$ cat src/rtl/clock_time_keeper.sv
// Time-of-day keeper: 24-hour hh:mm:ss driven by a half-second tick, with
// RUN / SET_HOUR / SET_MIN modes, press and hold-to-repeat field setting,
// blink phase for the field being set, and a tick-generator resync pulse
// on return to RUN.
//
// state    | meaning
// ---------+-----------------------------------------------------------
// RUN      | time advances one second per two half_tick pulses
// SET_HOUR | btn_inc (edge or auto-repeat) steps hours, seconds frozen
// SET_MIN  | btn_inc (edge or auto-repeat) steps minutes, seconds frozen
module clock_time_keeper #(
  parameter int HOLD_HALF_TICKS = 4
) (
  input  logic       ck,
  input  logic       reset,
  input  logic       half_tick,
  input  logic       btn_mode,
  input  logic       btn_inc,
  output logic       tick_clear,
  output logic [4:0] hours,
  output logic [5:0] minutes,
  output logic [5:0] seconds,
  output logic [1:0] mode,
  output logic       blink
);

  typedef enum logic [1:0] {
    RUN      = 2'b00,
    SET_HOUR = 2'b01,
    SET_MIN  = 2'b10
  } state_t;

  localparam logic [2:0] HOLD_MAX = 3'(HOLD_HALF_TICKS);

  state_t     state;
  state_t     state_nxt;
  logic       mode_prev;
  logic       inc_prev;
  logic       mode_edge;
  logic       inc_edge;
  logic       half_phase;
  logic [2:0] hold_cnt;
  logic       auto_inc;
  logic       bump;

  assign mode_edge = btn_mode & ~mode_prev;
  assign inc_edge  = btn_inc & ~inc_prev;
  assign mode      = state;

  // Auto-repeat fires only once the hold counter has saturated.
  assign auto_inc = btn_inc & half_tick & (hold_cnt == HOLD_MAX);
  assign bump     = inc_edge | auto_inc;

  // State register.
  always_ff @(posedge ck) begin
    if (reset) state <= RUN;
    else       state <= state_nxt;
  end

  // Mode sequencing: each btn_mode edge advances one step around the ring.
  always_comb begin
    state_nxt = state;
    case (state)
      RUN:      if (mode_edge) state_nxt = SET_HOUR;
      SET_HOUR: if (mode_edge) state_nxt = SET_MIN;
      SET_MIN:  if (mode_edge) state_nxt = RUN;
      default:  state_nxt = RUN;
    endcase
  end

  // Timekeeping, field setting, blink phase and button history.
  always_ff @(posedge ck) begin
    if (reset) begin
      hours      <= '0;
      minutes    <= '0;
      seconds    <= '0;
      blink      <= 1'b0;
      tick_clear <= 1'b0;
      half_phase <= 1'b0;
      hold_cnt   <= '0;
      mode_prev  <= 1'b0;
      inc_prev   <= 1'b0;
    end else begin
      mode_prev  <= btn_mode;
      inc_prev   <= btn_inc;
      tick_clear <= 1'b0;
      if (state_nxt != state) begin
        // A mode change swallows any coincident tick or increment.
        hold_cnt <= '0;
        blink    <= 1'b0;
        if (state == SET_MIN) begin
          seconds    <= '0;
          half_phase <= 1'b0;
          tick_clear <= 1'b1;
        end
      end else if (state == RUN) begin
        if (half_tick) begin
          half_phase <= ~half_phase;
          if (half_phase) begin
            if (seconds == 6'd59) begin
              seconds <= '0;
              if (minutes == 6'd59) begin
                minutes <= '0;
                hours   <= (hours == 5'd23) ? 5'd0 : hours + 5'd1;
              end else begin
                minutes <= minutes + 6'd1;
              end
            end else begin
              seconds <= seconds + 6'd1;
            end
          end
        end
      end else begin
        if (half_tick) blink <= ~blink;
        if (!btn_inc)
          hold_cnt <= '0;
        else if (half_tick && hold_cnt != HOLD_MAX)
          hold_cnt <= hold_cnt + 3'd1;
        if (bump) begin
          if (state == SET_HOUR)
            hours <= (hours == 5'd23) ? 5'd0 : hours + 5'd1;
          else
            minutes <= (minutes == 6'd59) ? 6'd0 : minutes + 6'd1;
        end
      end
    end
  end

endmodule

$ cat config.mk
export PLATFORM = sky130hd
export DESIGN_NAME = clock_time_keeper
export DESIGN_NICKNAME = d
export VERILOG_FILES = /design/src/rtl/clock_time_keeper.sv
export SDC_FILE = /design/constraint.sdc
export NUM_CORES = 1
export LEC_CHECK = 0
export ABC_CLOCK_PERIOD_IN_PS = 2400
export CAP_MARGIN = 20
export CORE_MARGIN = 4
export CORE_UTILIZATION = 50
export DETAILED_ROUTE_END_ITERATION = 8
export HOLD_SLACK_MARGIN = 0.12
export PLACE_DENSITY = 0.76
export SYNTH_ARGS = -nofsm -noshare
export SYNTH_HDL_FRONTEND = slang
export SYNTH_SLANG_ARGS = --single-unit
$ cat constraint.sdc
create_clock -name ck -period 2.4 [get_ports ck]
set_clock_uncertainty 0.2 [all_clocks]
set_input_delay 0.48 -clock ck [delete_from_list [all_inputs] [get_ports ck]]
set_output_delay 0.48 -clock ck [all_outputs]
set_load 0.01 [all_outputs]
* Word level (Yosys, flattened, before mapping)
Cells that the tools add are included.
** Operators by class
- Add/sub/neg operators :: 4
- Equality and inequality tests :: 15
- Multiplexer cells :: 32
- Bitwise logic cells :: 11
- Reduce and logical (&&, ||, !) cells :: 15
** Operators with widths (number)
- 6-bit 2-to-1 mux :: 13
- 5-bit 2-to-1 mux :: 8
- 6-bit by 1-bit adder with 6-bit output (second input constant) :: 2
- 6-bit == test (second input constant) :: 2
- 2-bit nonzero test :: 5
- 2-bit by 1-bit inequality test with 1-bit output (second input constant) :: 4
- 7-bit AND reduction :: 1
- 2-bit 2-to-1 mux :: 3
- 3-bit 2-to-1 mux :: 2
- 2-bit inequality test (second input constant) :: 3
- 1-bit inverter :: 6
- 2-bit one-hot mux with 3 select lines :: 1
- 6-bit AND reduction :: 1
- 5-bit by 1-bit adder with 5-bit output (second input constant) :: 1
- 5-bit == test (second input constant) :: 1
- 1-bit 2-to-1 mux :: 5
- 1-bit bitwise AND :: 4
- 2-bit AND reduction :: 2
- 4-bit AND reduction :: 1
- 2-bit OR reduction :: 2
- 3-bit by 1-bit adder with 3-bit output (second input constant) :: 1
- 3-bit == test (second input constant) :: 1
- 3-bit inequality test (second input constant) :: 1
- 3-bit AND reduction :: 1
- other kinds (6) :: 6
** Storage, ports and cells
- Bits in registers :: 27
- Input port bits :: 5
- Output and inout bits :: 21
- Logic and storage cells :: 87

* Logic depth before layout (Yosys ltp)
Gate-level depths: netlist (run 1).
- Depth after elaboration :: 7
- Gate-level depth with buffers :: 6
- Gate-level depth less buffers :: 6

* Worst setup path after synthesis (run 1)
No wires, ideal clock.
- Kind :: reg-to-reg
- Start point :: register minutes[0]
- End point :: register hours[2]
- Library setup time :: 121 ps
- Arrival :: 1607 ps
- Required time :: 2079 ps
- Path slack :: 472 ps
- Stages on the path, launching flop included :: 6
- Path buffers :: 0
- Period minus slack after synthesis :: 1928 ps
- Cell sequence :: dfxtp_1 -> ha_1 -> nor3b_1 -> nand4_1 -> a211oi_2 -> mux2_2
** Between the ends
- Longest elaborated chain between the ends :: 3
** RTL lines
- from (decl) :: RTL line 21 : output logic [5:0] minutes,
- from (signal assigned) :: RTL line 106 : minutes <= minutes + 6'd1;
- from (signal assigned) :: RTL line 123 : minutes <= (minutes == 6'd59) ? 6'd0 : minutes + 6'd1;
- 6-bit == test :: RTL line 102 : if (minutes == 6'd59) begin
- 2-bit by 1-bit inequality test with 1-bit output (no source line)
- 7-bit AND reduction (no source line)
- to (signal assigned) :: RTL line 104 : hours <= (hours == 5'd23) ? 5'd0 : hours + 5'd1;
- to (signal assigned) :: RTL line 121 : hours <= (hours == 5'd23) ? 5'd0 : hours + 5'd1;
- to (decl) :: RTL line 20 : output logic [4:0] hours,
Every way passes these cells.
A chain may end at the register's enable or synchronous reset.

* Worst setup path in the final report (run 1)
- Start point :: register state[0] (netlist: mode[0])
- End point :: output port mode[0]
** RTL lines
- from (decl) :: RTL line 35 : state_t state;
- from (signal assigned) :: RTL line 57 : else state <= state_nxt;
- to (decl) :: RTL line 23 : output logic [1:0] mode,
No word-level cell between the ends.

==> results of run 1 <==
[kinds of logic (layout without fill, tap and decap cells)]
| logic type | after synthesis | count (layout) | synth area share |
|---|---|---|---|
| muxes | 4 | 4 | 0.02694 |
| AOI/OAI and AO/OA | 55 | 55 | 0.2482 |
| buffers and inverters | 17 | 58 | 0.05224 |
| adders and majority gates | 6 | 6 | 0.04735 |
| DFF | 27 | 27 | 0.3527 |
| and+or+nand+nor | 70 | 70 | 0.2555 |
| xor gates and xnor gates | 3 | 3 | 0.01715 |
[registers in the layout, indices dropped and copies added, names as in the netlist]
name and flops:
tick_clear 1, seconds 6, half_phase 1, blink 1, hold_cnt 3, mode 2
inc_prev 1, mode_prev 1, minutes 6, hours 5
[path summary, 6_finish.rpt]
| kind | end | slack, ns | depth (start not counted) |
|---|---|---|---|
| setup / recovery | mode[0] | 0.11 | 1 |
| hold / removal | hold_cnt[0]$_SDFFE_PP0P_ | 0.31 | 2 |
| setup reg to reg | hours[2]$_SDFFE_PP0P_ | 0.27 | 4 |
| hold reg to reg | hold_cnt[0]$_SDFFE_PP0P_ | 0.31 | 2 |
[Yosys cell counts, types with 2 or more instances]
library cell  number
dfxtp_1           27
o21ai_0           14
nand2_1           13
a21oi_1           12
nand3_1           12
o211ai_1           8
inv_1              7
nor2_1             7
nor2b_1            6
nor3_1             6
or3_1              6
a221oi_1           5
ha_1               5
clkbuf_1           4
a211oi_1           3
a32o_1             3
mux2i_1            3
nand2b_1           3
nand4_1            3
a2111o_1           2
a211o_1            2
buf_6              2
clkinv_1           2
xnor2_1            2
[through the flow]
step | util | hold slack (ns) | std cells | power (W) | setup TNS, ns
6_report | 0.6868 | 0.3083 | 254 | 0.0008084 | 0
5_1_grt | 0.6868 | 0.3514 | 254 | 0.0008433 | 0
4_1_cts | 0.6846 | 0.3129 | 254 | 0.0008063 | 0
3_5_place_dp | 0.6750 | 0.2942 | 250 | 0.0006116 | -0.8355
3_3_place_gp | 0.6750 | 0.2794 | 250 | 0.0006066 | -0.1882
2_1_floorplan | - | 0.2662 | 182 | 0.0005482 | 0
[where the power goes]
part           leakage [nW]  switching (W)  total [W]  internal (W)
clock network        0.0177       0.000140   0.000202     0.0000626
registers             0.219      0.0000168   0.000475      0.000458
logic                 0.443      0.0000675   0.000131     0.0000636
[worst min-delay path: cells and delay by family (launching register included)]
kind | cells | cell delay [ns]
AOI/OAI and AO/OA | 2 | 0.13
DFF | 1 | 0.35
[what timing repair did]
item                       in CTS  in global routing
hold endpoints to repair        0                  0
setup endpoints to repair       0                  2
gates resized for setup         0                  1
[area by class of cell]
type / count / area (sq um) / share of cell area
Multi-Input combinational cell: 138 / 918.4 / 0.4687
Sequential cell: 27 / 540.5 / 0.2759
Timing Repair Buffer: 45 / 400.4 / 0.2043
Tap cell: 31 / 38.79 / 0.01980
Inverter: 9 / 33.78 / 0.01724
Clock buffer: 3 / 22.52 / 0.01149
Clock inverter: 1 / 5.005 / 0.002554
[routing by layer]
metal | vias to the layer above | GRT usage
li1 | 768 | -
met1 | 747 | 0.2410
met2 | 43 | 0.3416
met3 | 4 | 0.04440
met4 | 0 | 0.04043
met5 | - | 0
==> results_dict.tcl, run 1 <==
set metrics [dict create \
    status "finished, final reports clean" \
    track_usage 0.1944 \
    crit_arrival_ns 1.61 \
    clk_pin_slew_worst_paths_ns 0.16 \
    cts_buffers 3 \
    synthToLayoutAreaGrowth_pct 27.84 \
    synth_edf_count 0 \
    dr_wl_met2_um 1929 \
    wl_met1_um 1790 \
    cp_max_fo 12 \
    top_layer "met4" \
    drtAntennaViolNets 0 \
    fin_area_sq_um 1959 \
    power.density_nw_per_um2 412.6 \
    synth_top_area_share 0.3527 \
    cp-start-kind "register" \
    wl_um 3931 \
    grt_pass1_vias 1433 \
    crit_type "reg2out" \
    drtIter0Drc 152 \
    finalNetCount 234 \
    hold_path.class "reg2reg" \
    fin_ws_ns 0.1147 \
    place_hpwl_um 2961 \
    maxSlewViolCount 0 \
    crit_family "flip-flops" \
    drive_gt1_frac 0.1345 \
    synthArstFlopShare 0 \
    fmax_mhz 437.6 \
    cts_hold_buf 0 \
    synthTopCellsByArea "dfxtp_1, o21ai_0, ha_1" \
    worst_pin_slew_ns 0.5635 \
    yosysTopAreaCell "dfxtp_1" \
    cts-root-buf "clkbuf_4" \
    cts.path.max_buffers 2 \
    fp.dieW_um 63.37 \
    synth_cell_types 49 \
    crit_buf_inv 1 \
    initial_core_util 0.5373 \
    syn_area_per_cell_sq_um 8.422 \
    diodes 0 \
    rows 19 \
    synth_fp_nets 192 \
    grt_overflow 0 \
    postSynthCellCount 182 \
    worstPathRequired_ns 1.72 \
    final_hold_viol_count 0 \
    hold_start "hold_cnt[0]$_SDFFE_PP0P_" \
    worstSetupStartpoint "mode[0]$_SDFF_PP0_" \
    r2r_start "mode[0]$_SDFF_PP0_" \
    die-height_um 63.37 \
    yosysWarningCount 0 \
    p_leak_nw 0.6789 \
    drt_pass1_iterations 5 \
    critPathCaptureType "primary output" \
    antenna_found_initial 0 \
    place_area_sq_um 1926 \
    crit_path_max_incr_delay_ns 0.64 \
    rsz0062_at_grt "false" \
    syn-cell-area_sq_um 1533 \
    clock_latency_ns 0.34 \
    period_share 0.9522 \
    place_congestion 0.8214 \
    layout_common_cells "dfxtp_1, clkdlybuf4s50_1, buf_4, o21ai_0, nand2_1" \
    drc 0 \
    grt_pass1_wl_um 6458 \
    dr_total_vias 1562 \
    ys_seq_area_frac 0.3527 \
    ys_ff_latch 27 \
    cts.htree.levels 1 \
    ys.flop_type "dfxtp_1" \
    max-cap-violations 0 \
    cpMaxStageDelayCell "dfxtp_1" \
    fin_crit_ns 2.285 \
    tritoncts "yes" \
    cts.sinks 27 \
    nFillCells 241 \
    route.met3.wl_um 171 \
    final-setup-viol-count 0 \
    die_area_sq_um 4015 \
    vdd_ir_drop_max_mv 0.5967 \
    post_drt_wl_per_cell_um 15.48 \
    core_area_sq_um 2853 \
    final_common_cell "dfxtp_1" \
    preCtsSetupSlack_ns -0.1826 \
    relSlewSlack 0.6203 \
    routed_via_density 6.150 \
    pin_count 26 \
    path_cells "clkdlybuf4s50_1" \
    post-cts-setup-buffers 0 \
    portBuffers 25 \
    grt_max_degree 16 \
]
Power figures use the tool's default switching activity.
==> run 2: changes to the inputs <==
--- a/config.mk
+++ b/config.mk
@@ -12,6 +12,7 @@
 export DETAILED_ROUTE_END_ITERATION = 8
 export HOLD_SLACK_MARGIN = 0.12
 export PLACE_DENSITY = 0.76
+export RECOVER_POWER = 100
 export SYNTH_ARGS = -nofsm -noshare
 export SYNTH_HDL_FRONTEND = slang
 export SYNTH_SLANG_ARGS = --single-unit
==> results_dict.tcl, run 2 (same netlist as run 1, synthesis figures left out) <==
set metrics [dict create \
    critPathCaptureType "primary output" \
    track_usage 0.1944 \
    worst_pin_slew_ns 0.5642 \
    grt_pass1_wl_um 6458 \
    max-cap-violations 0 \
    grt_overflow 0 \
    endpoint "mode[0]" \
    clock_latency_ns 0.33 \
    cts-resized-gates 0 \
    tritoncts "yes" \
    finalNetCount 234 \
    pin_count 26 \
    cp_max_fo 12 \
    worstPathRequired_ns 1.72 \
    antenna_found_initial 0 \
    fin_crit_ns 2.272 \
    status "finished, final reports clean" \
    worstSetupStartpoint "mode[0]$_SDFF_PP0_" \
    top_regs "minutes: 6 flops, seconds: 6 flops, hours: 5 flops" \
    cpMaxStageDelayCell "dfxtp_1" \
    synthToLayoutAreaGrowth_pct 26.53 \
    tns_ns 0 \
    cts.path.max_buffers 2 \
    crit_type "reg2out" \
    drive_gt1_frac 0.1121 \
    reg2reg_setup_slack_ns 0.25 \
    crit_arrival_ns 1.59 \
    nFillCells 248 \
    crit_buf_inv 1 \
    vdd_ir_drop_max_mv 0.6018 \
    gr-usage-met1 0.2410 \
    drt_pass1_iterations 4 \
    drc 0 \
    met2_usage 0.3416 \
    fp.dieW_um 63.37 \
    fin_ws_ns 0.1285 \
    cts.htree.levels 1 \
    reg2reg_depth 4 \
    clk_pin_slew_worst_paths_ns 0.16 \
    drtIter0Drc 151 \
    post_drt_wl_per_cell_um 15.45 \
    crit_path_max_incr_delay_ns 0.63 \
    wl_um 3925 \
    diodes 0 \
    place_hpwl_um 2961 \
    die-height_um 63.37 \
    final-setup-viol-count 0 \
    cts_buffers 3 \
    crit_family "flip-flops" \
    cp-start-kind "register" \
    grt_pass1_vias 1433 \
    cp.depth 1 \
    rows 19 \
    grt_max_degree 16 \
    relSlewSlack 0.6199 \
    power.density_nw_per_um2 413.0 \
    core_area_sq_um 2853 \
    rsz0062_at_grt "false" \
    p_leak_nw 0.7361 \
    final_hold_viol_count 0 \
    grtUsageMet3 0.04440 \
    post-route-util 0.6798 \
    routed_via_density 6.177 \
    cts_hold_buf 0 \
    path_cells "clkdlybuf4s50_1" \
    r2r_start "mode[0]$_SDFF_PP0_" \
    place_congestion 0.8214 \
    drtAntennaViolNets 0 \
    fmax_mhz 440.2 \
    die_area_sq_um 4015 \
    dr_total_vias 1569 \
    period_share 0.9465 \
    hold_path.class "reg2reg" \
    cts-root-buf "clkbuf_4" \
    multiInputGateArea_sq_um 913.4 \
    final_common_cell "dfxtp_1" \
    preCtsSetupSlack_ns -0.1826 \
    initial_core_util 0.5373 \
    regArea_sq_um 540.5 \
    rr_endpoint "hours[2]$_SDFFE_PP0P_" \
    cts.sinks 27 \
    maxSlewViolCount 0 \
    grt.busiest_layer "met2" \
    layout_common_cells "dfxtp_1, dlygate4sd3_1, o21ai_0, nand2_1" \
    portBuffers 25 \
    post-cts-setup-buffers 0 \
]
-- run 2: changes by cell type in the layout (fill, tap and decap cells not counted), sizes merged --
cell / change
buf: -8
clkbuf: +8
clkdlybuf4s50: -23
dlygate4sd3: +23
-- run 2: worst min path at each step --
| stage | start | end | cells after the start |
|---|---|---|---|
| detailed placement | hold_cnt[0]$_SDFFE_PP0P_ | hold_cnt[0]$_SDFFE_PP0P_ | 2 |
| finish | hold_cnt[0]$_SDFFE_PP0P_ | hold_cnt[0]$_SDFFE_PP0P_ | 2 |
| CTS | hold_cnt[0]$_SDFFE_PP0P_ | hold_cnt[0]$_SDFFE_PP0P_ | 2 |
| global placement | hold_cnt[1]$_SDFFE_PP0P_ | hold_cnt[1]$_SDFFE_PP0P_ | 2 |
| global route | hours[1]$_SDFFE_PP0P_ | hours[1]$_SDFFE_PP0P_ | 2 |
| floorplan | hold_cnt[1]$_SDFFE_PP0P_ | hold_cnt[1]$_SDFFE_PP0P_ | 2 |
-- run 2: cell type report --
| cell class | instances | share of cell area |
|---|---|---|
| Inverter | 9 | 0.01742 |
| Timing Repair Buffer | 45 | 0.1987 |
| Multi-Input combinational cell | 138 | 0.4710 |
| Clock inverter | 1 | 0.002581 |
| Tap cell | 31 | 0.02000 |
| Sequential cell | 27 | 0.2787 |
| Clock buffer | 3 | 0.01161 |
-- run 2: report_power, final --
group | internal (W) | leakage, nW | switching [W]
sequential | 0.000458 | 0.219 | 0.0000164
clock | 0.0000627 | 0.0177 | 0.000140
combinational | 0.0000565 | 0.500 | 0.0000669
total | 0.000577 | 0.736 | 0.000224
-- run 2: through the flow --
stage          cells  hold slack, ns  power [W]  cell area (sq um)
2_1_floorplan    182          0.2662  0.0005482               1533
3_3_place_gp     250          0.2794  0.0006066               1926
3_5_place_dp     250          0.2942  0.0006116               1926
4_1_cts          254          0.3129  0.0008063               1953
5_1_grt          254          0.3486  0.0008352               1939
6_report         254          0.3085  0.0008010               1939
-- run 2: routing by layer --
metal / routed length, um / share of wire
met3: 200 / 0.051
met2: 1932 / 0.49
met4: 39 / 0.0099
met1: 1753 / 0.45
met5: 0 / 0
-- run 2: tightest hold or removal path: cells and delay by family, from the launching register on --
kind	cells	cell delay (ns)
compound gates	2	0.13
flops	1	0.35
==> run 3: changes to the inputs <==
--- a/config.mk
+++ b/config.mk
@@ -5,6 +5,7 @@
 export SDC_FILE = /design/constraint.sdc
 export NUM_CORES = 1
 export LEC_CHECK = 0
+export ABC_AREA = 1
 export ABC_CLOCK_PERIOD_IN_PS = 2400
 export CAP_MARGIN = 20
 export CORE_MARGIN = 4
==> results_dict.tcl, run 3 <==
set metrics [dict create \
    status "finished, final reports clean" \
    endpoint "mode[1]" \
    synth_top_family_by_area "simple AND/OR/NAND/NOR gates" \
    worstSetupStartpoint "mode[1]$_SDFF_PP0_" \
    hold_path.class "reg2reg" \
    top_regs "minutes: 6 flops, seconds: 6 flops, hours: 5 flops" \
    fp.dieW_um 64.27 \
    fmax_mhz 455.5 \
    core_area_sq_um 3053 \
    cp.depth 1 \
    clock_latency_ns 0.33 \
    synth.most_common_cell "nand2_1" \
    synthXorXnorAreaFrac 0.03874 \
    ys_seq_area_frac 0.3415 \
    cts-root-buf "clkbuf_4" \
    post_drt_wl_per_cell_um 11.15 \
    worstPathRequired_ns 1.72 \
    maxSlewViolCount 0 \
    grt_overflow 0 \
    cp_max_fo 7 \
    tns_ns 0 \
    final_common_cell "nand2_1" \
    place_area_sq_um 1891 \
    cts-resized-gates 0 \
    drive_gt1_frac 0.1471 \
    crit_buf_inv 1 \
    cts.path.max_buffers 2 \
    met2_usage 0.2964 \
    wl_um 3144 \
    portBuffers 25 \
    dr_total_vias 1436 \
    clkPwrFrac 0.257 \
    cts.htree.levels 1 \
    track_usage 0.1714 \
    die-height_um 64.27 \
    final-setup-viol-count 0 \
    cts_hold_buf 0 \
    synth_top_area_share 0.3415 \
    synth_commonest_cells "nand2_1, dfxtp_1, nand3_1" \
    synthArstFlopShare 0 \
    comb_power_share 0.149 \
    place_congestion 0.8655 \
    vdd_ir_drop_max_mv 0.3705 \
    switchingPower_w 0.0002254 \
    rsz0062_at_grt "false" \
    tritoncts "yes" \
    syn_area_per_cell_sq_um 7.537 \
    max-cap-violations 0 \
    fin_area_sq_um 1878 \
    synth_fa_ha_area_frac 0.03953 \
    crit_path_max_incr_delay_ns 0.66 \
    reg2reg_setup_slack_ns 0.53 \
    synth_cell_types 30 \
    fin_crit_ns 2.195 \
    grt_max_degree 16 \
    syn-cell-area_sq_um 1583 \
    period_share 0.9147 \
    postSynthCellCount 210 \
    cts_buffers 3 \
    place_hpwl_um 2432 \
    r2r_start "mode_prev$_SDFF_PP0_" \
    pin_count 26 \
    finalNetCount 249 \
    cts.sinks 27 \
    cp-start-kind "register" \
    reg2reg_depth 10 \
    grt_pass1_vias 1357 \
    synth_edf_count 0 \
    grt_pass1_wl_um 5692 \
    rows 20 \
    nFillCells 303 \
    path_cells "dlygate4sd3_1" \
    synthTopCellsByArea "dfxtp_1, nand2_1, nand3_1" \
    grtUsageMet3 0.04745 \
    yosysWarningCount 0 \
    ys_ff_latch 27 \
    sw_frac_of_total 0.2867 \
    crit_family "buffers and inverters" \
    synthToLayoutAreaGrowth_pct 18.66 \
    ys.flop_type "dfxtp_1" \
    synth_compound_area_frac 0.1209 \
    diodes 0 \
    post-cts-setup-buffers 0 \
    dp.cells 278 \
    final_hold_viol_count 0 \
    grt.busiest_layer "met2" \
    yosysTopAreaCell "dfxtp_1" \
    cpMaxStageDelayCell "dlygate4sd3_1" \
    drc 0 \
    instances_no_fill 282 \
    drtIter0Drc 61 \
    layout_common_cells "nand2_1, dfxtp_1, nand3_1" \
    rr_endpoint "minutes[5]$_SDFFE_PP0P_" \
    routed_via_density 5.092 \
    synthSimpleGateAreaFrac 0.3874 \
    synth_fp_nets 220 \
    crit_type "reg2out" \
    power.density_nw_per_um2 418.5 \
    drtAntennaViolNets 0 \
    p_int_w 0.0005606 \
    die_area_sq_um 4130 \
    worst_pin_slew_ns 0.4977 \
    drt_pass1_iterations 6 \
    critPathCaptureType "primary output" \
    initial_core_util 0.5184 \
    antenna_found_initial 0 \
    power_frac_seq 0.594 \
    crit_arrival_ns 1.52 \
    clk_pin_slew_worst_paths_ns 0.15 \
    p_leak_nw 0.7768 \
    relSlewSlack 0.6670 \
    synth.area.mux_share 0 \
    gr-usage-met1 0.2096 \
]
==> run 3: changes by cell type after synthesis, sizes merged, moves of 6 or more <==
cell	before	now
nand2	13	51
nor2	7	26
inv	7	25
nand3	12	27
a21oi	12	20
o211ai	8	0
o21ai	14	6
nor2b	6	0
or3	6	0
==> run 3: worst min-delay path by stage <==
stage	start	end	slack [ns]	cells after the start
after floorplan	hold_cnt[1]$_SDFFE_PP0P_	hold_cnt[1]$_SDFFE_PP0P_	0.26	2
after global placement	hold_cnt[1]$_SDFFE_PP0P_	hold_cnt[1]$_SDFFE_PP0P_	0.28	2
after detailed placement	hours[4]$_SDFFE_PP0P_	hours[4]$_SDFFE_PP0P_	0.28	2
after CTS	hours[4]$_SDFFE_PP0P_	hours[4]$_SDFFE_PP0P_	0.30	2
after global routing	hold_cnt[1]$_SDFFE_PP0P_	hold_cnt[1]$_SDFFE_PP0P_	0.34	2
final	hours[4]$_SDFFE_PP0P_	hours[4]$_SDFFE_PP0P_	0.30	2
==> run 3: kinds of logic after synthesis <==
logic type | Yosys count
DFF | 27
xor gates and xnor gates | 7
and+or+nand+nor | 114
adders and majority gates | 5
AOI/OAI and AO/OA | 29
buffers and inverters | 28
==> run 3: metrics by stage <==
stage	power, W	utilization	setup slack (ns)	hold slack [ns]
after detailed placement	0.0006112	0.6193	0.3231	0.2838
after floorplan	0.0005715	-	0.7938	0.2585
after global placement	0.0006094	0.6193	0.3030	0.2751
after global routing	0.0008289	0.6152	0.07680	0.3404
final	0.0007860	0.6152	0.2047	0.2986
after CTS	0.0008085	0.6283	0.2373	0.3035
==> run 3: layout make-up <==
cell class                      instances  area, sq um  share of cell area
Tap cell                               44        55.05             0.02931
Multi-Input combinational cell        155        897.1              0.4777
Clock inverter                          1        5.005            0.002665
Sequential cell                        27        540.5              0.2878
Timing Repair Buffer                   27        261.5              0.1392
Inverter                               25        96.34             0.05130
Clock buffer                            3        22.52             0.01199
==> run 3: power by group through the flow <==
stage	Combinational (W)	Clock, W	Sequential (W)
finish	0.000117	0.000202	0.000467
global route	0.000132	0.000227	0.000469
CTS	0.000135	0.000206	0.000467
detailed placement	0.000134	0	0.000477
global placement	0.000132	0	0.000477
floorplan	0.0000932	0	0.000478
==> run 3: metal layers <==
metal	up-vias	wire length (um)
met5	-	0
met1	660	1512
met4	0	29
met2	28	1453
li1	743	-
met3	5	148
==> RTL change 1, RTL diff (config.mk and constraints of run 2) <==
Reset style: asynchronous (`reset`), changed in 2 clocked blocks.
--- a/src/rtl/clock_time_keeper.sv
+++ b/src/rtl/clock_time_keeper.sv
@@ -54,3 +54,3 @@
   // State register.
-  always_ff @(posedge ck) begin
+  always_ff @(posedge ck or posedge reset) begin
     if (reset) state <= RUN;
@@ -71,3 +71,3 @@
   // Timekeeping, field setting, blink phase and button history.
-  always_ff @(posedge ck) begin
+  always_ff @(posedge ck or posedge reset) begin
     if (reset) begin
Check against the original RTL: differs if reset is asserted again (counterexample within 4 cycles, from zero or initial values and one cycle with reset high); with reset held inactive, the same outputs for 10 cycles.
==> RTL change 1 against run 2 <==
- global-route usage decreased by 1.4 points
- die area decreased by 3.9%
- sequential cell count unchanged
- synthesized area decreased by 4.5%
- non-clock buffer count increased by 1
- sequential share of layout area increased by 7.5 points
- wire length decreased by 13%
- cell area decreased by 1.6%
- register-to-register slack got worse by 0.16 ns
- critical path type is now primary input to register
- critical endpoint is now hours[3]
- count of clock-buffer cells in the layout increased by 1
- worst setup slack got worse by 0.042 ns
- via count decreased by 17%
Power is not compared: it rests on default switching activity, and its combinational part moved more than twofold at a synthesized area within 25%.
==> RTL change 1: results (changes against run 2) <==
==============================================================================
Result of the run                                                 complete, no violations   unchanged
Worst flop-to-flop path startpoint                                 hold_cnt[0]   was mode[0]
Async set-or-reset flop fraction in the synthesized netlist               1.00   was 0
RR Endpoint                                                           hours[3]   was hours[2]
Worst setup slack after placement                                    -0.432 ns   was -0.183 ns
Detailed-placement wirelength estimate                                 2.44 mm   was 2.96 mm
Largest net degree at the start of global routing                           28   was 16
Synth Area in Adders                                                    0.0496   was 0.0473
Mean number of vias per cell                                              5.86   was 6.18
Post-route worst hold slack                                           0.323 ns   was 0.308 ns
Sequential cell area                                                   676 um2   was 541 um2
Rel. slew slack                                                         0.0417   was 0.620
Number of nets in the final layout                                         203   was 234
Commonest cells in the synthesized netlist                        dfrtp_1 (27), nand2_1 (16), o21ai_0 (10)   was dfxtp_1 (27), o21ai_0 (14), nand2_1 (13)
Worst-path maximum fanout                                                    6   was 12
Global-route wire length before repair                                 5.93 mm   was 6.46 mm
Filler cell count                                                          211   was 248
Net count after synthesis                                                  158   was 192
Vias in the first global route                                            1292   was 1433
Cell count of the worst hold path                                            1   was 2
Top cells by area, synth                                          dfrtp_1 (46%), ha_1 (4.3%), nand2_1 (4.1%), o21ai_0 (3.4%), mux2_2 (3.1%)   was dfxtp_1 (35%), o21ai_0 (4.6%), ha_1 (4.1%), a21oi_1 (3.9%), nand3_1 (3.9%)
Sequential area share after synthesis                                    0.462   was 0.353
Complex-gate fraction of the synthesized area                            0.176   was 0.248
Worst reg2reg path depth                                                     8   was 4
Last weighted congestion value of the routability-driven placer          0.911   was 0.821
Average wire per cell in the routed design                             15.2 um   was 15.5 um
Top flip-flop cell by instance count after synthesis                   dfrtp_1   was dfxtp_1
Hold wc startpoint                                                  seconds[5]   was hold_cnt[0]
Number of I/O port buffers                                                  25   unchanged
Share of cell area taken by muxes after synthesis                       0.0590   was 0.0269
GRT Util Overall                                                         0.181   was 0.194
==============================================================================
-- RTL change 1: cell count changes after synthesis, moves of 4 or more --
cell      delta
o211ai_1     -8
o21ai_0      -4
or3_1        -4
dfxtp_1     -27
o31ai_1      +4
a221oi_1     -5
a21oi_1      -6
nor3_1       -4
dfrtp_1     +27
nand3_1      -4
-- RTL change 1: worst max path at each step --
stage / startpoint / endpoint / slack, ns / cells after the start
after global placement: half_tick / hours[3] / -0.37 / 6
final: btn_inc / hours[3] / 0.09 / 7
after floorplan: half_tick / hours[3] / 0.002 / 6
after global routing: btn_inc / minutes[5] / 0.04 / 7
after CTS: btn_mode / hours[3] / 0.02 / 8
after detailed placement: half_tick / hours[3] / -0.43 / 6
-- RTL change 1: cell families (layout without fill, tap and decap cells) --
| group | count (synthesis) | count (layout) |
|---|---|---|
| buf+inv | 12 | 56 |
| mux | 8 | 8 |
| fa+ha+maj | 6 | 6 |
| flops | 27 | 27 |
| xor+xnor | 2 | 2 |
| compound gates | 39 | 39 |
| simple gates | 54 | 54 |
-- RTL change 1: where the power goes --
| group | internal (mW) | switching, mW |
|---|---|---|
| Sequential | 0.570 | 0.133 |
| Clock | 0.0652 | 0.141 |
| Combinational | 0.408 | 0.405 |
| Total | 1.04 | 0.678 |
-- RTL change 1: per-layer routing --
layer / track usage / routed length, um
met3: 0.0288 / 130
met5: 0 / 0
met4: 0.0488 / 14
met2: 0.297 / 1640
met1: 0.246 / 1610
-- RTL change 1: area by class of cell --
class                           count  share of cell area
Clock buffer                        4              0.0138
Tap cell                           31              0.0203
Sequential cell                    27               0.354
Timing Repair Buffer               46               0.205
Inverter                            6              0.0118
Multi-Input combinational cell    109               0.395
-- RTL change 1: worst max-delay path, cell delays in order --
cell and delay (ns):
dlygate4sd3_1 0.54, o21ai_0 0.10, a211oi_2 0.24, buf_4 0.16, a21oi_4 0.04, or4_1 0.47
mux2_4 0.32
-- RTL change 1: what timing repair did --
item	in CTS	in global routing
pin swaps	4	4
buffers inserted	1	1
resized for setup	3	2
hold buffers	0	0
setup endpoints to repair	2	2
-- RTL change 1: stage by stage --
stage	instances	setup TNS, ns
after global placement	217	-2.86
after detailed placement	217	-3.26
after global routing	223	0
final	223	0
after floorplan	148	0
after CTS	222	0
==> RTL change 2, RTL diff (config.mk and constraints of run 2) <==
Without the edit above. Add an input register stage for `half_tick`, `btn_mode` and `btn_inc`; this delays them by one clock.
--- a/src/rtl/clock_time_keeper.sv
+++ b/src/rtl/clock_time_keeper.sv
@@ -34,2 +34,12 @@
 
+  logic half_tick_q;
+  logic btn_mode_q;
+  logic btn_inc_q;
+
+  always_ff @(posedge ck) begin
+    half_tick_q <= half_tick;
+    btn_mode_q  <= btn_mode;
+    btn_inc_q   <= btn_inc;
+  end
+
   state_t     state;
@@ -45,4 +55,4 @@
 
-  assign mode_edge = btn_mode & ~mode_prev;
-  assign inc_edge  = btn_inc & ~inc_prev;
+  assign mode_edge = btn_mode_q & ~mode_prev;
+  assign inc_edge  = btn_inc_q & ~inc_prev;
   assign mode      = state;
@@ -50,3 +60,3 @@
   // Auto-repeat fires only once the hold counter has saturated.
-  assign auto_inc = btn_inc & half_tick & (hold_cnt == HOLD_MAX);
+  assign auto_inc = btn_inc_q & half_tick_q & (hold_cnt == HOLD_MAX);
   assign bump     = inc_edge | auto_inc;
@@ -83,4 +93,4 @@
     end else begin
-      mode_prev  <= btn_mode;
-      inc_prev   <= btn_inc;
+      mode_prev  <= btn_mode_q;
+      inc_prev   <= btn_inc_q;
       tick_clear <= 1'b0;
@@ -96,3 +106,3 @@
       end else if (state == RUN) begin
-        if (half_tick) begin
+        if (half_tick_q) begin
           half_phase <= ~half_phase;
@@ -113,6 +123,6 @@
       end else begin
-        if (half_tick) blink <= ~blink;
-        if (!btn_inc)
+        if (half_tick_q) blink <= ~blink;
+        if (!btn_inc_q)
           hold_cnt <= '0;
-        else if (half_tick && hold_cnt != HOLD_MAX)
+        else if (half_tick_q && hold_cnt != HOLD_MAX)
           hold_cnt <= hold_cnt + 3'd1;
Behaviour: not the same (a bounded check fails within 4 cycles, from zero or initial values and one cycle with reset high).
==> RTL change 2 against run 2 <==
- non-clock buffer count decreased by 17
- sequential cell count increased by 3
- power grew 14%
- first-iteration DRC count down 51%
- cell area down 8.4%
- maximum frequency grew 1.6%
- synthesized area shrank 6.0%
- wire length decreased by 26%
- worst setup slack improved by 0.035 ns
- synthesized cell count down 4.9%
==> RTL change 2: results (changes against run 2) <==
==================================================================================
Result of the run                                                     complete, no violations   unchanged
Data arrival time of the critical path                                     1.56 ns   was 1.59 ns
Mean post-synth cell area                                                 8.32 um2   was 8.42 um2
Complex-gate fraction of the synthesized area                                0.175   was 0.248
Commonest cells in the synthesized netlist                            dfxtp_1 (30), a21oi_1 (19), nand2_1 (17)   was dfxtp_1 (27), o21ai_0 (14), nand2_1 (13)
Async set-or-reset flop fraction in the synthesized netlist                      0   unchanged
Mean number of vias per cell                                                  5.55   was 6.18
Worst reg2reg path depth                                                         6   was 4
Met3 usage                                                                  0.0608   was 0.0444
DRT iter0 DRCs                                                                  74   was 151
Worst setup slack for register-to-register paths                           0.20 ns   was 0.25 ns
Vias in the first global route                                                1148   was 1433
Hold path endpoint                                                      minutes[0]   was hold_cnt[0]
Slowest cell on the critical path                                     clkdlybuf4s50_1   was dfxtp_1
GRT Util Overall                                                             0.171   was 0.194
Met1 track demand over resource                                              0.203   was 0.241
Share of final-layout standard cells stronger than drive strength 1         0.0647   was 0.112
Max H-tree Level                                                                 2   was 1
Net count after synthesis                                                      183   was 192
Last weighted congestion value of the routability-driven placer              0.793   was 0.821
Cell count after placement                                                     224   was 250
Sequential area share after synthesis                                        0.417   was 0.353
Worst-path maximum fanout                                                       16   was 12
Area share of xor/xnor cells in the synthesized design                      0.0365   was 0.0171
Largest registers ranked by flip-flop count                           minutes: 6 flops, seconds: 6 flops, hours: 5 flops   unchanged
Largest net degree at the start of global routing                               17   was 16
Layout Cells excl Fill                                                         232   was 254
RR Endpoint                                                               hours[4]   was hours[2]
Family with the most delay on the worst path                          buffers and inverters   was flip-flops
Number of nets in the final layout                                             210   was 234
Synth Area in Adders                                                        0.0434   was 0.0473
Drt total wl                                                               2.92 mm   was 3.93 mm
Filler cell count                                                              259   was 248
Insertion delay to the later sink of the worst-skew pair                   0.31 ns   was 0.33 ns
Detailed-placement wirelength estimate                                     2.19 mm   was 2.96 mm
Hold wc startpoint                                                      minutes[0]   was hold_cnt[0]
Top cells by area, synth                                              dfxtp_1 (42%), a21oi_1 (6.6%), o21ai_0 (4.5%), nand2_1 (4.4%), ha_1 (4.3%)   was dfxtp_1 (35%), o21ai_0 (4.6%), ha_1 (4.1%), a21oi_1 (3.9%), nand3_1 (3.9%)
Share of cell area taken by muxes after synthesis                           0.0278   was 0.0269
Met2 Usage GRT                                                               0.280   was 0.342
Leak Pwr                                                                  0.707 nW   was 0.736 nW
==================================================================================
[RTL change 2: cell types whose count changed after synthesis, moves of 4 or more]
cell	delta
a21oi_1	+7
a221oi_1	-5
nand2_1	+4
nand3_1	-7
nor2_1	+7
o211ai_1	-7
[RTL change 2: worst max-delay path by stage]
stage	start	to	slack [ns]	depth (start not counted)
after global placement	minutes[0]	hours[4]	0.25	6
after global routing	minutes[1]	hours[4]	0.05	6
after floorplan	minutes[0]	hours[4]	0.26	6
after CTS	mode[1]	mode[1]	0.15	1
final	mode[1]	mode[1]	0.16	1
after detailed placement	minutes[0]	hours[4]	0.20	6
[RTL change 2: cell families after synthesis]
group | count (synthesis)
AND/OR/NAND/NOR | 69
AO/OA/AOI/OAI | 43
flip-flops | 30
buffers and inverters | 16
XOR/XNOR | 6
adder cells (fa/ha/maj) | 5
multiplexers | 4
[RTL change 2: report_power, final]
group	internal, mW	switching, mW	total [mW]
Sequential	0.510	0.0143	0.524
Combinational	0.0387	0.0484	0.0871
Clock	0.142	0.159	0.301
[RTL change 2: area by class of cell]
| type | count | area share |
|---|---|---|
| Clock buffer | 7 | 0.0310 |
| Clock inverter | 1 | 0.00282 |
| Inverter | 8 | 0.0169 |
| Multi-Input combinational cell | 127 | 0.438 |
| Sequential cell | 30 | 0.338 |
| Tap cell | 31 | 0.0218 |
| Timing Repair Buffer | 28 | 0.151 |
[RTL change 2: per-stage QoR]
step                      hold slack (ns)  power [mW]  instance area, um2  worst slack [ns]   util
final                               0.301       0.912                1780             0.163  0.644
after global routing                0.324       0.963                1780            0.0491  0.644
after CTS                           0.306       0.930                1780             0.147  0.646
after detailed placement            0.293       0.627                1720             0.198  0.624
after global placement              0.263       0.623                1720             0.255  0.624
after floorplan                     0.243       0.592                1440             0.262      -
[RTL change 2: layer usage]
layer | share of wire | vias up
met4 | 0.0069 | 0
met1 | 0.45 | 591
met5 | 0 | -
met3 | 0.059 | 2
met2 | 0.48 | 31
li1 | - | 663
